===== src/rtl/cache_pkg.sv =====
// Shared widths, FSM state encoding and {tag, word} address layout for the
// single-line cache controller.
package cache_pkg;

    localparam int TAG_W  = 5;
    localparam int WORD_W = 2;
    localparam int DATA_W = 16;
    localparam int ADDR_W = TAG_W + WORD_W;

    localparam logic [WORD_W-1:0] CNT_MAX = '1;
    localparam logic [WORD_W-1:0] CNT_ONE = WORD_W'(1);

    typedef enum logic [2:0] {
        S_IDLE   = 3'd0,
        S_CMP    = 3'd1,
        S_WB_RD  = 3'd2,
        S_WB_M   = 3'd3,
        S_FILL_M = 3'd4,
        S_FILL_W = 3'd5,
        S_RESP   = 3'd6
    } state_t;

    typedef struct packed {
        logic [TAG_W-1:0]  tag;
        logic [WORD_W-1:0] word;
    } addr_t;

    function automatic addr_t make_addr(input logic [TAG_W-1:0] tag,
                                        input logic [WORD_W-1:0] word);
        addr_t a;
        a.tag  = tag;
        a.word = word;
        return a;
    endfunction

endpackage


===== src/rtl/cache_ctrl.sv =====
// Cache controller: sequences way compare/access commands, dirty-line
// write-back and word-by-word refill for one in-flight CPU request.
module cache_ctrl
    import cache_pkg::*;
(
    input  logic              clk,
    input  logic              rst,
    input  logic              i_cpu_req,
    input  logic              i_cpu_we,
    input  logic [ADDR_W-1:0] i_cpu_addr,
    input  logic [DATA_W-1:0] i_cpu_wdata,
    output logic [DATA_W-1:0] o_cpu_rdata,
    output logic              o_cpu_ready,
    output logic              o_way_en,
    output logic              o_way_comp,
    output logic              o_way_write,
    output logic [WORD_W-1:0] o_way_word,
    output logic [TAG_W-1:0]  o_way_tag,
    output logic [DATA_W-1:0] o_way_data_in,
    output logic              o_way_valid_in,
    input  logic              i_way_ack,
    input  logic              i_way_hit,
    input  logic              i_way_dirty,
    input  logic              i_way_valid_out,
    input  logic [TAG_W-1:0]  i_way_tag_out,
    input  logic [DATA_W-1:0] i_way_data_out,
    output logic              o_mem_req,
    output logic              o_mem_we,
    output logic [ADDR_W-1:0] o_mem_addr,
    output logic [DATA_W-1:0] o_mem_wdata,
    input  logic [DATA_W-1:0] i_mem_rdata,
    input  logic              i_mem_ack
);

    state_t            r_state, w_state_next;
    // 0: way command driven, waiting for ack; 1: command dropped, waiting for ack release
    logic              r_phase, w_phase_next;
    logic              r_we, w_we_next;
    addr_t             r_addr, w_addr_next;
    logic [DATA_W-1:0] r_wdata, w_wdata_next;
    logic [WORD_W-1:0] r_cnt, w_cnt_next;
    logic [TAG_W-1:0]  r_victim_tag, w_victim_tag_next;
    logic              r_hit, w_hit_next;
    logic              r_victim_dirty, w_victim_dirty_next;
    logic [DATA_W-1:0] r_rdata, w_rdata_next;
    logic [DATA_W-1:0] r_buf, w_buf_next;
    logic              w_last;

    assign w_last = (r_cnt == CNT_MAX);

    always_ff @(posedge clk or posedge rst) begin
        if (rst) begin
            r_state        <= S_IDLE;
            r_phase        <= 1'b0;
            r_we           <= 1'b0;
            r_addr         <= '0;
            r_wdata        <= '0;
            r_cnt          <= '0;
            r_victim_tag   <= '0;
            r_hit          <= 1'b0;
            r_victim_dirty <= 1'b0;
            r_rdata        <= '0;
            r_buf          <= '0;
        end else begin
            r_state        <= w_state_next;
            r_phase        <= w_phase_next;
            r_we           <= w_we_next;
            r_addr         <= w_addr_next;
            r_wdata        <= w_wdata_next;
            r_cnt          <= w_cnt_next;
            r_victim_tag   <= w_victim_tag_next;
            r_hit          <= w_hit_next;
            r_victim_dirty <= w_victim_dirty_next;
            r_rdata        <= w_rdata_next;
            r_buf          <= w_buf_next;
        end
    end

    always_comb begin
        w_state_next        = r_state;
        w_phase_next        = r_phase;
        w_we_next           = r_we;
        w_addr_next         = r_addr;
        w_wdata_next        = r_wdata;
        w_cnt_next          = r_cnt;
        w_victim_tag_next   = r_victim_tag;
        w_hit_next          = r_hit;
        w_victim_dirty_next = r_victim_dirty;
        w_rdata_next        = r_rdata;
        w_buf_next          = r_buf;

        case (r_state)
            S_IDLE: begin
                if (i_cpu_req) begin
                    w_we_next    = i_cpu_we;
                    w_addr_next  = addr_t'(i_cpu_addr);
                    w_wdata_next = i_cpu_wdata;
                    w_phase_next = 1'b0;
                    w_state_next = S_CMP;
                end
            end
            S_CMP: begin
                if (!r_phase) begin
                    if (i_way_ack) begin
                        w_hit_next          = i_way_hit;
                        w_victim_dirty_next = i_way_valid_out & i_way_dirty;
                        w_victim_tag_next   = i_way_tag_out;
                        w_rdata_next        = i_way_data_out;
                        w_phase_next        = 1'b1;
                    end
                end else if (!i_way_ack) begin
                    w_phase_next = 1'b0;
                    w_cnt_next   = '0;
                    if (r_hit) begin
                        w_state_next = S_RESP;
                    end else if (r_victim_dirty) begin
                        w_state_next = S_WB_RD;
                    end else begin
                        w_state_next = S_FILL_M;
                    end
                end
            end
            S_WB_RD: begin
                if (!r_phase) begin
                    if (i_way_ack) begin
                        w_buf_next   = i_way_data_out;
                        w_phase_next = 1'b1;
                    end
                end else if (!i_way_ack) begin
                    w_phase_next = 1'b0;
                    w_state_next = S_WB_M;
                end
            end
            S_WB_M: begin
                if (i_mem_ack) begin
                    if (w_last) begin
                        w_cnt_next   = '0;
                        w_state_next = S_FILL_M;
                    end else begin
                        w_cnt_next   = r_cnt + CNT_ONE;
                        w_state_next = S_WB_RD;
                    end
                end
            end
            S_FILL_M: begin
                if (i_mem_ack) begin
                    w_buf_next   = i_mem_rdata;
                    w_phase_next = 1'b0;
                    w_state_next = S_FILL_W;
                end
            end
            S_FILL_W: begin
                if (!r_phase) begin
                    if (i_way_ack) begin
                        w_phase_next = 1'b1;
                    end
                end else if (!i_way_ack) begin
                    w_phase_next = 1'b0;
                    if (w_last) begin
                        // line complete: replay the original request, which now hits
                        w_state_next = S_CMP;
                    end else begin
                        w_cnt_next   = r_cnt + CNT_ONE;
                        w_state_next = S_FILL_M;
                    end
                end
            end
            S_RESP: begin
                w_state_next = S_IDLE;
            end
            default: begin
                w_state_next = S_IDLE;
                w_phase_next = 1'b0;
            end
        endcase
    end

    // Outputs decode from registers only, so an asynchronous reset drops them at once.
    always_comb begin
        o_cpu_rdata    = '0;
        o_cpu_ready    = 1'b0;
        o_way_en       = 1'b0;
        o_way_comp     = 1'b0;
        o_way_write    = 1'b0;
        o_way_word     = '0;
        o_way_tag      = '0;
        o_way_data_in  = '0;
        o_way_valid_in = 1'b0;
        o_mem_req      = 1'b0;
        o_mem_we       = 1'b0;
        o_mem_addr     = '0;
        o_mem_wdata    = '0;

        case (r_state)
            S_CMP: begin
                o_way_en      = ~r_phase;
                o_way_comp    = 1'b1;
                o_way_write   = r_we;
                o_way_word    = r_addr.word;
                o_way_tag     = r_addr.tag;
                o_way_data_in = r_wdata;
            end
            S_WB_RD: begin
                o_way_en   = ~r_phase;
                o_way_word = r_cnt;
                o_way_tag  = r_victim_tag;
            end
            S_WB_M: begin
                o_mem_req   = 1'b1;
                o_mem_we    = 1'b1;
                o_mem_addr  = make_addr(r_victim_tag, r_cnt);
                o_mem_wdata = r_buf;
            end
            S_FILL_M: begin
                o_mem_req  = 1'b1;
                o_mem_addr = make_addr(r_addr.tag, r_cnt);
            end
            S_FILL_W: begin
                o_way_en       = ~r_phase;
                o_way_write    = 1'b1;
                o_way_word     = r_cnt;
                o_way_tag      = r_addr.tag;
                o_way_data_in  = r_buf;
                o_way_valid_in = 1'b1;
            end
            S_RESP: begin
                o_cpu_ready = 1'b1;
                o_cpu_rdata = r_we ? '0 : r_rdata;
            end
            default: begin
                o_cpu_ready = 1'b0;
            end
        endcase
    end

endmodule


===== config.mk =====
export PLATFORM = sky130hd
export DESIGN_NAME = cache_ctrl
export DESIGN_NICKNAME = d
export VERILOG_FILES = /design/src/rtl/cache_pkg.sv /design/src/rtl/cache_ctrl.sv
export SDC_FILE = /design/constraint.sdc
export NUM_CORES = 1
export LEC_CHECK = 0
export ABC_AREA = 1
export ABC_CLOCK_PERIOD_IN_PS = 2100
export CELL_PAD_IN_SITES_DETAIL_PLACEMENT = 0
export CELL_PAD_IN_SITES_GLOBAL_PLACEMENT = 1
export CORE_MARGIN = 10
export CORE_UTILIZATION = 30
export CTS_BUF_LIST = sky130_fd_sc_hd__clkbuf_8
export DETAILED_ROUTE_END_ITERATION = 10
export PLACE_DENSITY = 0.84
export SLEW_MARGIN = 5
export SYNTH_ARGS = -nofsm -noshare
export SYNTH_HDL_FRONTEND = slang
export SYNTH_SLANG_ARGS = --single-unit

===== constraint.sdc =====
create_clock -name clk -period 2.1 [get_ports clk]
set_input_delay 0.525 -clock clk [delete_from_list [all_inputs] [get_ports clk]]
set_output_delay 0.525 -clock clk [all_outputs]
set_load 0.005 [all_outputs]

### Word-level counts from Yosys, hierarchy flattened

Cells that the tools add are included.

* order comparisons: 0
* bitwise operators: 3
* multiplexer cells: 44
* eq/ne operators: 19
* div/mod/pow operators: 0
* multiply operators: 0
* reduce and logical (&&, ||, !) cells: 14
* shift-type cells: 0
* add/sub/neg operators: 1

Operator list (count)
* 2-to-1 mux 16 bit: 6
* case mux 16 bit (2 select lines): 2
* 2-to-1 mux 3 bit: 13
* inequality test 2 bit, second input constant: 12
* case mux 3 bit (6 select lines): 1
* 2-to-1 mux 2 bit: 7
* case mux 7 bit (2 select lines): 1
* case mux 5 bit (2 select lines): 1
* equality test 3 bit, second input constant: 3
* 2-to-1 mux 1 bit: 9
* AND reduction 9 bit: 1
* OR reduction 2 bit: 4
* AND reduction 7 bit: 1
* equality test 3 x 2 -> 1 bit, second input constant: 2
* case mux 2 bit (3 select lines): 1
* AND reduction 3 bit: 2
* case mux 1 bit (4 select lines): 1
* case mux 2 bit (2 select lines): 1
* AND reduction 4 bit: 1
* equality test 3 x 1 -> 1 bit, second input constant: 1
* zero test 3 bit: 1
* nonzero test 3 bit: 1
* OR reduction 3 bit: 1
* adder 2 x 1 -> 2 bit, second input constant: 1
* other kinds (6): 7

* bits in latches: 0
* bits in registers: 69
* logic and storage cells: 93
* memories: 0
* input bits: 69
* bits in writable memories: 0
* bits in read-only memories: 0

### Longest topological paths before layout

Gate-level depths: netlist of run 1.

* depth in word-level cells: 5
* mapped depth: 10
* gate-level depth less buffers: 8

### Least setup slack after synthesis of run 1

Ideal clock, no wire load.

* path type: flip-flop to output port
* start point: reg r_state[2]
* end point: out o_mem_addr[6]
* data arrival time: 1.208 ns
* required time: 1.575 ns
* stages on the path, launching flop included: 7
* slack: 0.367 ns
* buffers on the path: 3
* cells stage by stage: dfrtp_1 -> buf_6 -> inv_4 -> buf_6 -> nand3_2 -> buf_2 -> o22ai_1

* word-level cells in the longest chain between the ends: 2
* elaborated cells between the ends (all ways): 3

RTL lines
* from (decl): RTL line cache_ctrl.sv:35 `state_t r_state, w_state_next;`
* from (signal assigned): RTL line cache_ctrl.sv:65 `r_state <= w_state_next;`
* equality test 3 bit / equality test 3 x 2 -> 1 bit (equally long branches): RTL line cache_ctrl.sv:194 `case (r_state)`
* case mux 7 bit (2 select lines) *: RTL line cache_ctrl.sv:194
* to (decl): RTL line cache_ctrl.sv:29 `output logic [ADDR_W-1:0] o_mem_addr,`

Mark *: on every way between the ends. The rest lies on a longest branch, timed or not.

### Worst setup path after layout of run 1

* start point: reg r_state[2]
* end point: out o_way_word[1]

* word-level cells in the longest chain between the ends: 3
* elaborated cells between the ends (all ways): 5

RTL lines
* equality test 3 bit / equality test 3 x 2 -> 1 bit (equally long branches): RTL line cache_ctrl.sv:194
* OR reduction 2 bit (no line)
* case mux 2 bit (2 select lines) *: RTL line cache_ctrl.sv:194
* to (decl): RTL line cache_ctrl.sv:17 `output logic [WORD_W-1:0] o_way_word,`

Marks and branches as above.

==> results by group, run 1 <==
Status
  – Outcome: finished with violations
  – Failing checks: setup timing

Clocking
  – Max Buffers Root-to-Sink: 2
  – Clock transition at path regs: 0.07 ns
  – Clock Tree Root: clkbuf_8
  – CTS sink count: 69
  – CTS tree: done
  – Clk_lat worst skew: 0.34 ns
  – CTS Hold Buffers Added: 0
  – H-tree depth: 3
  – Total CTS buffers: 9

Drt
  – DRC: 0
  – WL final: 13600 um
  – DRT iter0 DRCs: 197
  – Wire per inst: 15.8 um
  – Post-route ant nets: 0
  – Vias: 3909
  – DRT Pass-1 Iters: 4
  – Avg Vias per Cell: 4.56

Run
  – Max Cap Viol: 0

Logic synthesis
  – Synth Area in Simple Gates: 27.0%
  – Syn_area_per_cell: 7.84 um^2
  – Seq cells post-synth: 69
  – Mux cell area share after synthesis: 2.51%
  – Syn. warnings: 0
  – Post-Synth XOR/XNOR Area: 0%
  – Mapped Cells: 496
  – Share of the yosys chip area belonging to registers: 44.4%
  – Unique cell type count in the Yosys netlist: 31
  – Area share of fa/ha/maj cells after synthesis: 0.644%
  – Syn nets: 567
  – Synth Area in Compound Gates: 13.0%
  – Main combinational cell family by area after synthesis: simple AND/OR/NAND/NOR gates
  – Netlist Area Pre-Place: 3890 um^2

Placed design
  – Final HPWL DP: 10400 um
  – Routability Congestion: 0.884
  – Dpl cell area: 5620 um^2
  – DP Worst Slack: -0.176 ns
  – Port bufs: 137

Hold path
  – Worst hold path class: reg2reg
  – HP Start: r_buf[7]

Timing
  – Fin. max-slew vios: 0
  – Final period util: 102%
  – Post-route minimum period: 2.14 ns
  – Slew @ Worst Pin: 0.438 ns
  – Final Worst Setup Slack: -0.0418 ns
  – Hold slack: 0.470 ns
  – Post-Route Setup TNS: -0.159 ns
  – Setup Viol. Count Final: 8
  – Final Hold Vio Count: 0
  – Worst Skew: 0.00542 ns
  – Slew headroom: 70.7%
  – RSZ-0062 raised after global routing: true
  – Max Clock Freq: 467 MHz

Layout
  – Share of post-route cells with drive strength above 1: 32.8%
  – Design area: 6180 um^2
  – # diodes: 0
  – Fill count: 1225
  – Layout Nets: 752
  – Syn-to-layout area delta: 59.0%

Worst setup path
  – Number of buffers and inverters on the critical path: 5
  – Worst setup path startpoint: r_state[2]
  – Crit-path most repeated cell: buf_6
  – Slowest cell delay on critical path: 0.44 ns
  – Crit-path cells: buf_6 > buf_6 > nand3_4 > buf_12 > inv_6 > a21oi_4 > o22ai_1 > buf_2
  – Startpoint Class: flop
  – Critical path's slowest cell: dfrtp_2
  – CP Capture Type: primary output
  – Worst r2r src: r_state[0]
  – Kind of critical path: reg2out
  – Largest fanout on the critical path: 3
  – Crit path DAT: 1.62 ns
  – Worst EP required: 1.57 ns
  – CP delay by family, top: buffers and inverters

Global routing
  – Number of global-route vias before repair: 4177
  – Largest net degree at the start of global routing: 47
  – Initial antenna violation count: 0
  – Gr usage total: 14.8%
  – Layer carrying the most global-route usage: met2
  – Total gr overflow: 0
  – Met2 Track Usage GR: 24.1%
  – Met3 track demand over resource: 3.17%
  – Global-route wire length before repair: 21800 um
  – Met1 usage: 19.0%

Pwr
  – Leakage: 0.00314 uW
  – Worst VDD drop: 0.456 mV
  – PwrDens: 1360 nW/um^2

Floorplan
  – Die Width: 134 um
  – Initial Util: 30.7%
  – # rows: 41
  – Number of I/O pins: 138
  – Die area: 17900 um^2
  – Core Region: 12700 um^2
  – Die height: 134 um
-- state kept, by name, summed over array words and instances (netlist names) --
name	flops
r_buf	16
r_rdata	16
r_we	1
r_victim_tag	5
r_addr	7
r_state	3
r_hit	1
r_phase	1
r_cnt	2
r_victim_dirty	1
r_wdata	16
-- through the flow --
stage	total power, uW	cells	utilization, %
2_1_floorplan	4690	496	-
3_3_place_gp	6390	819	44.3
3_5_place_dp	6520	819	44.3
4_1_cts	8200	856	48.0
5_1_grt	9020	857	48.8
6_report	8390	857	48.8
-- final timing paths --
| check | end | slack (ns) | cells after the start |
|---|---|---|---|
| max | o_way_word[1] | -0.04 | 8 |
| min | r_buf[7] | 0.47 | 2 |
| max reg2reg | r_buf[4] | 0.18 | 11 |
| min reg2reg | r_buf[7] | 0.47 | 2 |
| max in group asynchronous | r_state[1] | 1.07 | 3 |
| min in group asynchronous | r_rdata[2] | 0.54 | 2 |
-- worst reg2reg max path, stage by stage (launching register included) --
cell     delay, ns
dfrtp_2       0.41
buf_6         0.13
buf_6         0.14
nor2_8        0.15
nand2_4       0.09
buf_4         0.14
buf_4         0.18
inv_8         0.14
nand2_1       0.07
o21ai_0       0.13
nand3_1       0.17
nand2_1       0.10
-- routing by layer --
metal | vias to the layer above | part of all wire, %
li1 | 1936 | -
met1 | 1852 | 46
met4 | 0 | 1.5
met5 | - | 0
met3 | 16 | 5.3
met2 | 105 | 47
-- logic make-up (layout without fill, tap and decap cells) --
| logic type | count (synthesis) | in the layout |
|---|---|---|
| simple gates | 230 | 231 |
| mux | 7 | 7 |
| flops | 69 | 69 |
| compound gates | 92 | 92 |
| buf+inv | 96 | 284 |
| fa+ha+maj | 2 | 2 |
-- area by class of cell --
type                       count  area (um^2)  share of cell area, %
timing repair buffer         197         1720                   27.9
clock inverter                 4         95.1                   1.54
tap                          172          215                   3.48
sequential                    69         1730                   28.0
clock buffer                  11          151                   2.45
multi-input combinational    332         1950                   31.6
inverter                      72          309                   5.00
-- synthesized netlist by cell type --
cell type,number,area [um^2]
a21oi_1,35,175
nand3_1,21,105
nand3_4,3,52.6
inv_4,4,25.0
buf_4,1,7.51
nor2_2,3,18.8
inv_1,67,251
nand2_4,3,33.8
nand2_1,117,439
o21ai_2,1,8.76
inv_8,1,11.3
nand4_1,2,12.5
nor2_1,71,267
ha_1,2,25.0
buf_2,9,45.0
clkbuf_1,2,7.51
o21ai_4,1,16.3
o21ai_1,10,50.1
o22ai_1,21,131
nor2_4,1,11.3
dfrtp_1,69,1730
nand3_2,3,30.0
o21ai_0,23,115
nand2_2,2,12.5
mux2_2,2,22.5
mux2_4,5,75.1
nand2_8,1,20.0
a21boi_0,1,7.51
buf_6,12,135
nor2_8,2,40.0
nand3b_1,1,7.51
-- cell usage in the layout (no fill, tap or decap), types with 7 or more instances in the layout --
master	Yosys	final
a21oi_1	35	33
dfrtp_1	69	66
nor2_2	3	15
o21ai_1	10	13
nor2_1	71	57
inv_1	67	62
nand3_1	21	20
o21ai_0	23	16
buf_4	1	33
buf_12	0	7
clkbuf_8	0	11
buf_6	12	17
clkdlybuf4s50_1	0	68
buf_2	9	47
nand2_1	117	111
o22ai_2	0	15
clkbuf_2	0	13
-- where the power goes --
| group | internal [uW] | total, uW | switching (uW) |
|---|---|---|---|
| Sequential | 1950 | 2240 | 289 |
| Clock | 846 | 1330 | 487 |
| Combinational | 2130 | 4820 | 2690 |
| Total | 4930 | 8390 | 3470 |
-- timing repair --
item,in CTS,in global routing
gates resized for setup,262,90
setup buffers,20,1
endpoints found under the setup margin,69,66
gates cloned,2,1
pin swaps,11,5
Power figures use the tool's default switching activity.
==> run 2: changes to the inputs <==
--- a/config.mk
+++ b/config.mk
@@ -11,10 +11,9 @@
 export CELL_PAD_IN_SITES_GLOBAL_PLACEMENT = 1
 export CORE_MARGIN = 10
 export CORE_UTILIZATION = 30
-export CTS_BUF_LIST = sky130_fd_sc_hd__clkbuf_8
+export CTS_BUF_LIST = sky130_fd_sc_hd__clkbuf_4 sky130_fd_sc_hd__clkbuf_8
 export DETAILED_ROUTE_END_ITERATION = 10
 export PLACE_DENSITY = 0.84
-export SLEW_MARGIN = 5
 export SYNTH_ARGS = -nofsm -noshare
 export SYNTH_HDL_FRONTEND = slang
 export SYNTH_SLANG_ARGS = --single-unit
==> results of run 2 <==
The final DEF is identical to that of run 1; final timing and power are the same.
==> run 3: changes to the inputs <==
--- a/config.mk
+++ b/config.mk
@@ -5,12 +5,11 @@
 export SDC_FILE = /design/constraint.sdc
 export NUM_CORES = 1
 export LEC_CHECK = 0
-export ABC_AREA = 1
+export ABC_AREA = 0
 export ABC_CLOCK_PERIOD_IN_PS = 2100
 export CELL_PAD_IN_SITES_DETAIL_PLACEMENT = 0
 export CELL_PAD_IN_SITES_GLOBAL_PLACEMENT = 1
-export CORE_MARGIN = 10
-export CORE_UTILIZATION = 30
+export CORE_UTILIZATION = 31
 export CTS_BUF_LIST = sky130_fd_sc_hd__clkbuf_4 sky130_fd_sc_hd__clkbuf_8
 export DETAILED_ROUTE_END_ITERATION = 10
 export PLACE_DENSITY = 0.84
==> run 3 against run 2 <==
  * The run still ends with setup timing left
  * Sequential power up 15%
  * Clock skew up 0.0037 ns
  * Sequential share of layout area down 1.2 points
  * Final cell count down 18%
  * Via count down 13%
  * Fmax down 5.8%
  * Clock-buffer cell count up 1
  * Die area down 32%
  * Non-clock buffer count up 36
  * Critical path depth down 1
  * Wire length down 9.6%
  * Total power up 9.1%
==> results by group, run 3 <==
Status
  – Outcome: finished with violations
  – Failing checks: setup timing

Drt
  – DRT iter0 DRCs: 171
  – Post-route ant nets: 0
  – WL final: 12300 um
  – DRT Pass-1 Iters: 6
  – Avg Vias per Cell: 4.84
  – DRC: 0
  – Wire per inst: 17.4 um
  – Vias: 3415

Logic synthesis
  – Fraction of registers with async set or reset after synthesis: 100%
  – Synth top area cells: dfrtp_1 (48%), mux2_2 (15%), mux2i_1 (9.1%)
  – Seq cells post-synth: 69
  – EDFF count, synth: 0
  – Synth cell count leaders: dfrtp_1 (69), mux2_2 (47), nor2_1 (42), mux2i_1 (33), a21oi_1 (23)
  – Post-synth top area share: 47.8%
  – Netlist Area Pre-Place: 3610 um^2
  – Cell taking the most area after synthesis: dfrtp_1
  – Syn nets: 409
  – Syn. warnings: 0
  – Top-count cell post-synth: dfrtp_1
  – Most frequently used flop master after synthesis: dfrtp_1
  – Unique cell type count in the Yosys netlist: 31
  – Share of the yosys chip area belonging to registers: 47.8%
  – Syn_area_per_cell: 10.7 um^2
  – Mapped Cells: 338

Timing
  – Setup Viol. Count Final: 51
  – Fin. max-slew vios: 0
  – Max Clock Freq: 440 MHz
  – Final period util: 108%
  – Slew @ Worst Pin: 0.399 ns
  – Slew headroom: 73.3%
  – Post-route minimum period: 2.27 ns
  – RSZ-0062 raised after global routing: true
  – Final Worst Setup Slack: -0.174 ns
  – Final Hold Vio Count: 0
  – Worst Skew: 0.00914 ns

Worst setup path
  – CP Capture Type: primary output
  – Slowest cell delay on critical path: 0.47 ns
  – Crit path DAT: 1.75 ns
  – Kind of critical path: reg2out
  – R2R Setup Slk: -0.02 ns
  – Reg2reg end: r_wdata[12]
  – Crit-path most repeated cell: buf_6
  – Critical path's slowest cell: dfrtp_2
  – Worst r2r path cells: 7
  – Worst setup endpoint: o_cpu_rdata[0]
  – Crit-path cells: buf_6 > nor3_4 > buf_6 > buf_6 > buf_6 > and2_4 > buf_6
  – Largest fanout on the critical path: 5
  – Worst r2r src: r_state[2]
  – Worst EP required: 1.57 ns
  – Worst setup path startpoint: r_state[0]
  – Startpoint Class: flop

Floorplan
  – Die height: 110 um
  – Die area: 12100 um^2
  – Number of I/O pins: 138
  – Die Width: 110 um
  – # rows: 39
  – Core Region: 11400 um^2
  – Initial Util: 31.8%

Clocking
  – Clock Tree Root: clkbuf_8
  – CTS Hold Buffers Added: 0
  – Clk_lat worst skew: 0.34 ns
  – CTS sink count: 69
  – Max Buffers Root-to-Sink: 2
  – CTS tree: done
  – Clock transition at path regs: 0.07 ns
  – H-tree depth: 3
  – Total CTS buffers: 9

Global routing
  – Gr usage total: 19.8%
  – Global-route wire length before repair: 17800 um
  – Number of global-route vias before repair: 3458
  – Total gr overflow: 0
  – Largest net degree at the start of global routing: 70
  – Initial antenna violation count: 0

Placed design
  – DP Worst Slack: -0.292 ns
  – Final HPWL DP: 7940 um
  – Port bufs: 137
  – Routability Congestion: 0.867

Layout
  – # diodes: 0
  – Syn-to-layout area delta: 78.4%
  – Commonest non-fill, non-tap cells in the layout: clkdlybuf4s50_1 (68), dfrtp_1 (67), buf_6 (61), buf_4 (42), mux2_2 (39)
  – Fin util: 56.7%
  – Share of post-route cells with drive strength above 1: 51.9%
  – Commonest non-fill, non-tap cell in the layout: clkdlybuf4s50_1
  – Largest registers: r_buf (16), r_rdata (16), r_wdata (16)
  – Layout Nets: 629

Pwr
  – Worst VDD drop: 0.617 mV
  – PwrDens: 1420 nW/um^2
  – Design Power: 9160 uW
  – Leakage: 0.00305 uW

Hold path
  – Worst hold path class: reg2reg

Run
  – Max Cap Viol: 0
[run 3: changes by cell type in the layout (fill, tap and decap cells not counted), sizes merged, moves of 20 or more]
cell	previous run	this run
mux2	7	49
nand3	27	0
mux2i	0	33
nand2	124	15
buf	107	146
and2	0	20
o21ai	35	7
inv	70	3
nor2	77	42
[run 3: power by group]
group          internal [uW]  switching (uW)
Sequential              2010             568
Combinational           3270            2330
Clock                    484             500
[run 3: worst min path at each step]
stage | to | slack [ns] | from | cells past startpoint
after global placement | r_rdata[0] | 0.48 | r_rdata[0] | 1
after floorplan | r_victim_dirty | 0.47 | r_victim_dirty | 2
after global routing | r_wdata[3] | 0.53 | r_wdata[3] | 1
final | r_rdata[7] | 0.51 | r_rdata[7] | 1
after detailed placement | r_rdata[14] | 0.49 | r_rdata[14] | 1
after CTS | r_rdata[2] | 0.51 | r_rdata[2] | 1
[run 3: worst max-delay path, delay by kind of cell (launching register included)]
kind	cells	cell delay, ns
buf+inv	5	0.58
flops	1	0.47
simple gates	2	0.35
[run 3: logic make-up (layout without fill, tap and decap cells)]
family / count (synthesis) / after routing / share of synthesized area [%]
and+or+nand+nor: 105 / 105 / 14.4
DFF: 69 / 69 / 47.8
muxes: 82 / 82 / 24.4
adders and majority gates: 2 / 2 / 0.693
AOI/OAI and AO/OA: 52 / 52 / 9.49
buffers and inverters: 28 / 253 / 3.19
[run 3: area by class of cell]
type                       instances  area [um^2]
clock inverter                     4         23.8
tap                              143          179
inverter                           4         31.3
multi-input combinational        241         2120
fill                             981         4930
timing repair buffer             233         2210
clock buffer                      12          153
sequential                        69         1730
[run 3: repair_timing]
| action | in CTS | in global routing |
|---|---|---|
| gates resized for setup | 275 | 168 |
| pin swaps | 21 | 35 |
| setup endpoints to repair | 69 | 72 |
| gates cloned | 3 | 2 |
| buffers inserted | 41 | 22 |
[run 3: layer usage]
layer	share of wire [%]	GRT usage [%]	wire length (um)
met5	0	0	0
met4	1.2	6.00	151
met3	4.6	4.68	562
met2	53	35.2	6500
met1	41	23.4	5040
[run 3: per-stage QoR]
step | instances | setup TNS [ns] | cell area [um^2] | hold WS [ns]
2_1_floorplan | 338 | 0 | 3620 | 0.467
5_1_grt | 706 | -7.57 | 6440 | 0.530
4_1_cts | 692 | -7.55 | 6060 | 0.507
3_5_place_dp | 633 | -6.96 | 5420 | 0.488
6_report | 706 | -4.67 | 6440 | 0.512
3_3_place_gp | 633 | -6.18 | 5420 | 0.483
